--- config.mk ---
export PLATFORM = sky130hd
export DESIGN_NAME = exception_ctrl_v2
export DESIGN_NICKNAME = d
export VERILOG_FILES = /design/src/rtl/exc_pkg.sv /design/src/rtl/exc_prio_enc.sv /design/src/rtl/exception_ctrl_v2.sv
export SDC_FILE = /design/constraint.sdc
export NUM_CORES = 1
export LEC_CHECK = 0
export ABC_AREA = 1
export CAP_MARGIN = 20
export CORE_MARGIN = 2
export CORE_UTILIZATION = 44
export DETAILED_ROUTE_END_ITERATION = 8
export GPL_ROUTABILITY_DRIVEN = 0
export PLACE_DENSITY_LB_ADDON = 0.15
export SLEW_MARGIN = 20
export SYNTH_ARGS = -nofsm -noshare
export SYNTH_HDL_FRONTEND = slang
export SYNTH_SLANG_ARGS = --single-unit
export TNS_END_PERCENT = 20
--- constraint.sdc ---
create_clock -name clk -period 8.7 [get_ports clk]
set_input_delay 2.61 -clock clk [delete_from_list [all_inputs] [get_ports clk]]
set_output_delay 2.61 -clock clk [all_outputs]
set_load 0.01 [all_outputs]
--- src/rtl/exc_pkg.sv ---
// exc_pkg: shared types and constants for the exception controller.
// Source bit indices, priority slots, ExcCodes, vector offsets and FSM states.
package exc_pkg;
   typedef enum int unsigned {
      EXC_DIRTY, EXC_INST_MISS, EXC_DATA_MISS, EXC_INST_INVALID, EXC_DATA_INVALID,
      EXC_ILLEGAL_INST, EXC_ILLEGAL_DATA, EXC_SYS, EXC_BP, EXC_RI, EXC_OV, EXC_ERET
   } exc_src_e;
   localparam int EXC_W = 12;
   typedef enum int unsigned {
      P_INT, P_MOD, P_IMISS, P_DMISS, P_IINV, P_DINV, P_IADR, P_DADR,
      P_SYS, P_BP, P_RI, P_OV, P_ERET
   } prio_e;
   localparam int PRIO_W = 13;
   localparam logic [4:0] C_INT = 5'd0, C_MOD = 5'd1, C_TLBL = 5'd2, C_TLBS = 5'd3;
   localparam logic [4:0] C_ADEL = 5'd4, C_ADES = 5'd5, C_SYS = 5'd8, C_BP = 5'd9;
   localparam logic [4:0] C_RI = 5'd10, C_OV = 5'd12;
   localparam logic [31:0] OFF_REFILL = 32'h000, OFF_GEN = 32'h180, OFF_IV = 32'h200;
   typedef enum logic [1:0] {BVA_NONE, BVA_INST, BVA_DATA} bva_sel_e;
   typedef enum logic {IDLE, FLUSH} state_e;
endpackage

--- src/rtl/exc_prio_enc.sv ---
// exc_prio_enc: picks the highest-priority exception and derives its code,
// vector offset and BadVAddr source; purely combinational.
module exc_prio_enc
   import exc_pkg::*;
#(
   parameter int NUM_INT     = 8,
   parameter int VEC_SPACING = 32
) (
   input  logic [EXC_W-1:0]   exc_vec,
   input  logic               data_we,
   input  logic [NUM_INT-1:0] int_pending,
   input  logic               allow_int,
   input  logic               exl_in,
   input  logic               bev,
   input  logic               iv,
   output logic [PRIO_W-1:0]  winner,
   output logic [4:0]         exc_code,
   output logic [31:0]        vec_off,
   output bva_sel_e           bva_sel,
   output logic               is_eret
);
   localparam int IW = NUM_INT > 1 ? $clog2(NUM_INT) : 1;
   logic [PRIO_W-1:0] req;
   logic [IW-1:0]     int_idx;
   logic              miss;
   assign req = {exc_vec[EXC_ERET], exc_vec[EXC_OV], exc_vec[EXC_RI], exc_vec[EXC_BP],
                 exc_vec[EXC_SYS], exc_vec[EXC_ILLEGAL_DATA], exc_vec[EXC_ILLEGAL_INST],
                 exc_vec[EXC_DATA_INVALID], exc_vec[EXC_INST_INVALID], exc_vec[EXC_DATA_MISS],
                 exc_vec[EXC_INST_MISS], exc_vec[EXC_DIRTY] & data_we, allow_int & (|int_pending)};
   // Isolate the lowest set request bit, which is the highest priority.
   assign winner  = req & (~req + PRIO_W'(1));
   assign is_eret = winner[P_ERET];
   assign miss    = winner[P_IMISS] | winner[P_DMISS];
   always_comb begin
      int_idx = '0;
      for (int i = 0; i < NUM_INT; i++)
         if (int_pending[i]) int_idx = IW'(i);
   end
   assign exc_code = winner[P_INT] ? C_INT :
                     winner[P_MOD] ? C_MOD :
                     (winner[P_IMISS] | winner[P_IINV]) ? C_TLBL :
                     (winner[P_DMISS] | winner[P_DINV]) ? (data_we ? C_TLBS : C_TLBL) :
                     winner[P_IADR] ? C_ADEL :
                     winner[P_DADR] ? (data_we ? C_ADES : C_ADEL) :
                     winner[P_SYS] ? C_SYS :
                     winner[P_BP] ? C_BP :
                     winner[P_RI] ? C_RI :
                     winner[P_OV] ? C_OV : 5'd0;
   assign vec_off = (winner[P_INT] & iv & ~bev) ? OFF_IV + (32'(int_idx) << $clog2(VEC_SPACING)) :
                    (miss & ~exl_in) ? OFF_REFILL : OFF_GEN;
   assign bva_sel = (winner[P_IMISS] | winner[P_IINV] | winner[P_IADR]) ? BVA_INST :
                    (winner[P_MOD] | winner[P_DMISS] | winner[P_DINV] | winner[P_DADR]) ? BVA_DATA :
                    BVA_NONE;
endmodule

--- src/rtl/exception_ctrl_v2.sv ---
// exception_ctrl_v2: arbitrates MEM-stage exceptions, produces CP0 writes and a
// redirect target, and holds the pipeline flush until fetch has settled.
module exception_ctrl_v2
   import exc_pkg::*;
#(
   parameter int          NUM_INT     = 8,
   parameter int          FLUSH_PORTS = 4,
   parameter logic [31:0] RESET_EBASE = 32'hBFC00200,
   parameter int          VEC_SPACING = 32
) (
   input  logic                   clk,
   input  logic                   resetn,
   input  logic [EXC_W-1:0]       exc_vec,
   input  logic [NUM_INT-1:0]     int_pending,
   input  logic                   allow_int,
   input  logic                   exl_in,
   input  logic                   bev,
   input  logic                   iv,
   input  logic [31:0]            ebase_in,
   input  logic [31:0]            epc_src,
   input  logic                   in_delayslot,
   input  logic [31:0]            pc_fetch,
   input  logic [31:0]            data_vaddr,
   input  logic                   data_we,
   input  logic [31:0]            epc_in,
   input  logic                   fetch_settled,
   output logic                   exc_pending,
   output logic [FLUSH_PORTS-1:0] flush,
   output logic                   wr_exp,
   output logic                   clear_exl,
   output logic [4:0]             exc_code,
   output logic [31:0]            epc_out,
   output logic                   bd_out,
   output logic [31:0]            badvaddr,
   output logic                   badvaddr_we,
   output logic [31:0]            new_pc
);
   state_e            state;
   logic [PRIO_W-1:0] winner;
   logic [4:0]        enc_code;
   logic [31:0]       vec_off, vec_base;
   bva_sel_e          bva_sel;
   logic              is_eret;
   exc_prio_enc #(.NUM_INT(NUM_INT), .VEC_SPACING(VEC_SPACING)) u_enc (
      .exc_vec(exc_vec), .data_we(data_we), .int_pending(int_pending), .allow_int(allow_int),
      .exl_in(exl_in), .bev(bev), .iv(iv), .winner(winner), .exc_code(enc_code),
      .vec_off(vec_off), .bva_sel(bva_sel), .is_eret(is_eret)
   );
   assign vec_base    = bev ? RESET_EBASE : ebase_in & 32'hFFFF_F000;
   // New requests are squashed while a flush is in flight.
   assign exc_pending = (state == IDLE) && (|winner);
   always_ff @(posedge clk or negedge resetn) begin
      if (!resetn) begin
         state       <= IDLE;
         flush       <= '0;
         wr_exp      <= 1'b0;
         clear_exl   <= 1'b0;
         badvaddr_we <= 1'b0;
         bd_out      <= 1'b0;
         exc_code    <= '0;
         epc_out     <= '0;
         badvaddr    <= '0;
         new_pc      <= '0;
      end else begin
         wr_exp      <= 1'b0;
         clear_exl   <= 1'b0;
         badvaddr_we <= 1'b0;
         if (exc_pending) begin
            state     <= FLUSH;
            flush     <= '1;
            new_pc    <= is_eret ? epc_in : vec_base + vec_off;
            clear_exl <= is_eret;
            wr_exp    <= ~is_eret;
            if (!is_eret) begin
               exc_code <= enc_code;
               epc_out  <= in_delayslot ? epc_src - 32'd4 : epc_src;
               bd_out   <= in_delayslot;
            end
            if (bva_sel != BVA_NONE) begin
               badvaddr    <= bva_sel == BVA_INST ? pc_fetch : data_vaddr;
               badvaddr_we <= 1'b1;
            end
         end else if (state == FLUSH && fetch_settled) begin
            state <= IDLE;
            flush <= '0;
         end
      end
   end
endmodule

==> results of run 1 <==
## routing by layer
metal / vias to the layer above / wire length [um]
met3: 29 / 1570
met4: 0 / 467
met1: 2761 / 7270
li1: 3063 / -
met2: 206 / 9150
met5: - / 0
## state kept, by name, summed over array words and instances, names as in the netlist
| name | count |
|---|---|
| flush | 1 |
| badvaddr | 32 |
| epc_out | 32 |
| new_pc | 32 |
| bd_out | 1 |
| badvaddr_we | 1 |
| wr_exp | 1 |
| clear_exl | 1 |
| exc_code | 4 |
## how the worst max path moves through the flow
stage	from	to	slack, ps
after floorplan	exc_vec[0]	exc_pending	2320
after global placement	int_pending[5]	exc_pending	1370
after detailed placement	int_pending[7]	exc_pending	1350
after CTS	int_pending[7]	exc_pending	1350
after global routing	int_pending[6]	exc_pending	1130
final	int_pending[5]	exc_pending	1350
## area by class of cell
| class | instances | area share, % |
|---|---|---|
| Multi-Input combinational cell | 626 | 30.7 |
| Clock inverter | 7 | 0.894 |
| Inverter | 46 | 1.93 |
| Clock buffer | 9 | 2.51 |
| Sequential cell | 105 | 29.3 |
| Antenna cell | 1 | 0.0279 |
| Tap cell | 172 | 2.40 |
| Timing Repair Buffer | 290 | 32.2 |
## worst reg2reg max path, stage by stage (launching register included)
cell	delay [ps]
dfrtp_1	440
inv_1	180
nand2_2	80
inv_2	60
buf_4	510
nand2_2	610
nand2_1	210
nand2_1	80
## layout by cell type, fill, tap and decap left out, types with 2 or more instances in the layout
cell	n
and3_1	2
buf_4	6
clkbuf_16	9
clkdlybuf4s50_1	284
clkinv_1	3
clkinv_4	3
clkinvlp_4	2
dfrtp_1	105
inv_1	41
inv_2	2
nand2_1	400
nand2_2	2
nand3_1	61
nand3_2	3
nand4_1	8
nand4_2	2
nor2_1	53
nor2_2	2
nor3_1	10
nor4_1	2
o21ai_0	34
o21ai_1	11
xnor2_1	10
xor2_1	17
## power by group through the flow
stage / combinational [mW] / clock (mW) / sequential [mW]
5_1_grt: 1.20 / 0.446 / 0.836
3_3_place_gp: 1.09 / 0 / 0.806
2_1_floorplan: 0.401 / 0 / 0.911
6_report: 1.10 / 0.416 / 0.808
4_1_cts: 1.11 / 0.428 / 0.808
3_5_place_dp: 1.11 / 0 / 0.811
## per-stage QoR
stage | cell area, um2 | setup slack [ps] | instances | util, %
floorplan | 5800 | 2320 | 817 | -
global placement | 8650 | 1370 | 1239 | 68.0
detailed placement | 8650 | 1350 | 1239 | 68.0
CTS | 8960 | 1350 | 1255 | 70.4
global route | 8960 | 1130 | 1256 | 70.4
finish | 8960 | 1350 | 1256 | 70.4
## cell usage after synthesis (10+ instances only)
cell / number
dfrtp_1: 105
nor2_1: 53
xnor2_1: 10
nand2_1: 400
nand3_1: 62
xor2_1: 17
nor3_1: 10
buf_2: 10
o21ai_1: 11
o21ai_0: 34
inv_1: 42
clkbuf_1: 13
## cell families (layout without fill, tap and decap cells)
group / after synthesis / in the layout / synth area share (%)
and+or+nand+nor: 547 / 547 / 38.3
DFF: 105 / 105 / 45.3
buffers and inverters: 86 / 352 / 7.40
AOI/OAI and AO/OA: 50 / 50 / 4.68
xor gates and xnor gates: 27 / 27 / 4.08
adders and majority gates: 1 / 1 / 0.216
other: 1 / 2 / 0.0646
==> flow_summary_export.csv, run 1 <==
group,metric,value,unit
global_route,grt_pass1_vias,5974,
worst_setup_path,cp.arrival,4740,ps
sta,holdWs,471,ps
sta,clock.fmax,136,MHz
global_route,gr-usage-met1,30.9,%
power_and_ir_drop,pwr-share-clk,17.9,%
power_and_ir_drop,power_frac_seq,34.8,%
worst_setup_path,cp_top_family,"buffers and inverters",
worst_setup_path,reg2reg_slack,6430,ps
worst_setup_path,slowest_stage,"clkdlybuf4s50_1",
synth,netlist_top_cells_area,"dfrtp_1 (45%), nand2_1 (26%), nand3_1 (5.3%), nor2_1 (3.4%), o21ai_0 (2.9%)",
drt,ant_nets,0,
power_and_ir_drop,leakage,4.30,nW
power_and_ir_drop,switchingPower,0.838,mW
cts,cts_tree,"yes",
synth,async_flop_share,100,%
global_route,top_usage_layer,"met2",
sta,rsz0062_at_grt,"false",
power_and_ir_drop,p_per_area,259,nW/um2
worst_setup_path,end_kind,"primary output",
floorplan,die-area,14100,um2
cts,htreeDepth,3,
drt,via_count,6059,
drt,routed_wl,18500,um
cells_and_area,final_nets,1268,
outcome,status,"complete, no violations",
floorplan,fp.dieW,119,um
floorplan,core,12700,um2
cts,cts.clk_slew.worst_paths,70,ps
worst_setup_path,cp_slowest_stage_delay,570,ps
sta,slew_viol_final,0,
global_route,grt_usage,26.9,%
global_route,antenna_found_initial,1,
global_route,use_met2,46.6,%
cells_and_area,synthToLayoutAreaGrowth,54.5,%
worst_setup_path,path_depth,9,
cts,insertion_delay,360,ps
cts,post_cts_buffers,0,
synth,syn_nets,1007,
global_route,grt-ovfl-total,0,
synth,ys_ff_latch,105,
cts,cts_root_buf,"clkbuf_16",
min_path,hold_class,"register to register",
sta,finalHoldViolCount,0,
cells_and_area,nFillCells,1077,
power_and_ir_drop,total_power,2.32,mW
synth,synth_edf_count,0,
worst_setup_path,worstReg2RegStart,"flush[2]",
synth,synth_ff_type,"dfrtp_1",
power_and_ir_drop,intPower,1.48,mW
sta,relSlewSlack,30.0,%
floorplan,ios,299,
drt,wire_per_inst,14.7,um
sta,fin_crit_sh,84.5,%
drt,via_per_inst,4.82,
power_and_ir_drop,power.share.switching,36.1,%
synth,synth_area_leader_cell,"dfrtp_1",
drt,drc,0,
min_path,min-delay-start,"badvaddr[28]",
floorplan,die_y,119,um
cts,cts_hold_buf,0,
synth,synth_top_area_share,45.3,%
drt,first_pass_iters,4,
cts,cts_num_sinks,105,
run,maxCapViolCount,0,
min_path,holdPathEnd,"badvaddr[28]",
placed_design,numPortBuffers,285,
cts,cts.path.max_buffers,2,
sta,layout_min_cycle_time,7350,ps
floorplan,start_util,45.6,%
global_route,globalRouteMet3Util,9.39,%
worst_setup_path,cp.buffers_inverters,3,
worst_setup_path,crit_chain,"clkdlybuf4s50_1 -> nor2_1 -> nand2_1 -> o21ai_4 -> nand4_1 -> nand3_2 -> nand2_2 -> inv_2 -> clkdlybuf4s50_1",
worst_setup_path,crit_type,"primary input to primary output",
floorplan,rows,41,
worst_setup_path,rr_worst_depth,7,
sta,tns,0,ps
worst_setup_path,critPathRequiredTime,6090,ps
worst_setup_path,rr_endpoint,"badvaddr[5]",
synth,syn_area_per_cell,7.10,um2
worst_setup_path,start_kind,"primary input",
synth,synthCells,817,
cts,cts_resized,0,
cells_and_area,multi_input_area,2750,um2
sta,setup_viol,0,
drt,drt_iter0_markers,335,
sta,skew,5.74,ps
global_route,grt_max_degree,67,
worst_setup_path,crit_path_frequent_cell,"clkdlybuf4s50_1",
cts,cts_buffers,9,
cells_and_area,drive_gt1_share,3.14,%
min_path,hold_path_depth,2,
synth,yosysWarnings,0,
placed_design,dpl.hpwl,13600,um
sta,worst_pin_slew,1040,ps
cells_and_area,regArea,2630,um2
power_and_ir_drop,combPwrFrac,47.2,%
synth,syn_area,5800,um2
global_route,grt_pass1_wl,30300,um
worst_setup_path,worstPathMaxFanout,15,
synth,seq_area_frac_synth,45.3,%
power_and_ir_drop,peakVddDrop,200,uV
synth,ys_types,32,
Note: power is estimated with default switching activity, not from simulation.
==> run 2, diff against run 1 <==
--- a/config.mk
+++ b/config.mk
@@ -8,7 +8,7 @@
 export ABC_AREA = 1
 export CAP_MARGIN = 20
 export CORE_MARGIN = 2
-export CORE_UTILIZATION = 44
+export CORE_UTILIZATION = 40
 export DETAILED_ROUTE_END_ITERATION = 8
 export GPL_ROUTABILITY_DRIVEN = 0
 export PLACE_DENSITY_LB_ADDON = 0.15
==> constraint.sdc (replaced) <==
create_clock -name clk -period 7.66 [get_ports clk]
set_input_delay 2.298 -clock clk [delete_from_list [all_inputs] [get_ports clk]]
set_output_delay 2.298 -clock clk [all_outputs]
set_load 0.01 [all_outputs]
==> run 2 against run 1 <==
  * Combinational power up 14%
  * Critical endpoint unchanged
  * Setup slack worse by 440 ps
  * Sequential share of layout area down 0.14 points
  * Largest power group unchanged
==> flow_summary_export.csv, run 2 (synthesis gave the netlist of run 1 again) <==
group,metric,value,unit
floorplan,start_util,40.4,%
placed_design,placed_area,8670,um2
run,maxCapViolCount,0,
floorplan,core,14400,um2
drt,via_per_inst,4.78,
sta,tns,0,ps
cells_and_area,drive_gt1_share,3.23,%
cells_and_area,final_core_util,62.7,%
cts,cts.path.max_buffers,2,
placed_design,dp_cells,1252,
cts,cts_hold_buf,0,
worst_setup_path,worstPathMaxFanout,15,
worst_setup_path,rr_worst_depth,7,
drt,routed_wl,18500,um
sta,relSlewSlack,47.6,%
worst_setup_path,crit_type,"primary input to primary output",
outcome,status,"complete, no violations",
global_route,grt_pass1_wl,30100,um
min_path,min-delay-start,"badvaddr[12]",
cells_and_area,final_common_cell,"nand2_1",
sta,clock.fmax,148,MHz
cts,insertion_delay,350,ps
drt,wire_per_inst,14.6,um
sta,fin_crit_sh,88.1,%
cells_and_area,final_area,9000,um2
cts,cts_num_sinks,105,
worst_setup_path,start_kind,"primary input",
sta,rsz0062_at_grt,"false",
floorplan,rows,44,
global_route,grt_usage,24.0,%
sta,finalHoldViolCount,0,
drt,drt_iter0_markers,287,
power_and_ir_drop,p_per_area,296,nW/um2
sta,setup_viol,0,
placed_design,dpl.hpwl,13800,um
cts,htreeDepth,3,
worst_setup_path,end_kind,"primary output",
floorplan,ios,299,
cells_and_area,synthToLayoutAreaGrowth,55.2,%
cts,cts_tree,"yes",
drt,via_count,6059,
floorplan,die_y,124,um
sta,holdWs,471,ps
floorplan,fp.dieW,124,um
sta,worst_pin_slew,782,ps
min_path,hold_class,"register to register",
cts,cts_resized,0,
global_route,antenna_found_initial,0,
global_route,grt-ovfl-total,0,
cells_and_area,final_cells,1268,
worst_setup_path,worstReg2RegStart,"flush[2]",
cts,cts_buffers,9,
drt,drc,0,
cells_and_area,reg.largest.list,"badvaddr x32, epc_out x32, new_pc x32",
sta,skew,5.06,ps
sta,layout_min_cycle_time,6750,ps
worst_setup_path,setup.worst_path.end,"exc_pending",
cells_and_area,final_nets,1269,
worst_setup_path,reg2reg_slack,5450,ps
worst_setup_path,critPathRequiredTime,5360,ps
cts,cts.clk_slew.worst_paths,70,ps
worst_setup_path,rr_endpoint,"badvaddr[30]",
floorplan,die-area,15500,um2
global_route,grt_pass1_vias,5896,
cells_and_area,num_antenna_cells,0,
worst_setup_path,startpoint,"int_pending[5]",
power_and_ir_drop,peakVddDrop,183,uV
drt,ant_nets,0,
global_route,grt_max_degree,61,
sta,slew_viol_final,0,
power_and_ir_drop,leakage,4.32,nW
worst_setup_path,cp.arrival,4450,ps
cts,post_cts_buffers,0,
cts,cts_root_buf,"clkbuf_16",
drt,first_pass_iters,4,
cells_and_area,final_cell_mix,"nand2_1 (400), clkdlybuf4s50_1 (284), dfrtp_1 (105)",
placed_design,numPortBuffers,285,
[run 2: changes by cell type in the layout (fill, tap and decap cells not counted)]
cell,before,now
buf_4,6,7
bufinv_16,1,2
clkinv_1,3,2
clkinvlp_4,2,1
diode_2,1,0
inv_1,41,42
[run 2: per-stage QoR]
| step | power [mW] | setup WS (ps) |
|---|---|---|
| global route | 2.85 | 673 |
| finish | 2.67 | 908 |
| floorplan | 1.49 | 1910 |
| global placement | 2.17 | 934 |
| CTS | 2.70 | 907 |
| detailed placement | 2.18 | 911 |
[run 2: cell type report]
cell class / instances / area, um2
inverters: 46 / 173
well taps: 184 / 230
multi-input cells: 626 / 2750
clock inverters: 7 / 103
repair buffers: 291 / 2900
clock buffers: 9 / 225
fillers: 1374 / 5370
flip-flops and latches: 105 / 2630
[run 2: how the worst min path moves through the flow]
| stage | end | slack [ps] | depth (start not counted) |
|---|---|---|---|
| floorplan | badvaddr[10] | 510 | 2 |
| global placement | badvaddr[8] | 450 | 2 |
| detailed placement | badvaddr[31] | 460 | 2 |
| CTS | badvaddr[31] | 480 | 2 |
| global route | badvaddr[1] | 490 | 2 |
| finish | badvaddr[12] | 470 | 2 |
[run 2: metal layers]
| layer | GRT usage, % | vias to the layer above | share of wire [%] |
|---|---|---|---|
| met3 | 6.31 | 37 | 6.8 |
| li1 | - | 3079 | - |
| met4 | 10.2 | 0 | 3.4 |
| met2 | 40.6 | 190 | 49 |
| met1 | 29.1 | 2753 | 41 |
| met5 | 0 | - | 0 |
[run 2: report_power, final]
part,switching (mW),internal (mW)
combinational,0.615,0.634
clock,0.212,0.289
sequential,0.125,0.792
[run 2: critical path: stages]
cell             delay (ps)
clkdlybuf4s50_1         440
nor2_1                  120
nand2_1                 110
o21ai_4                 390
nand4_1                 230
nand3_2                 160
nand2_2                  70
inv_2                    60
clkdlybuf4s50_1         580
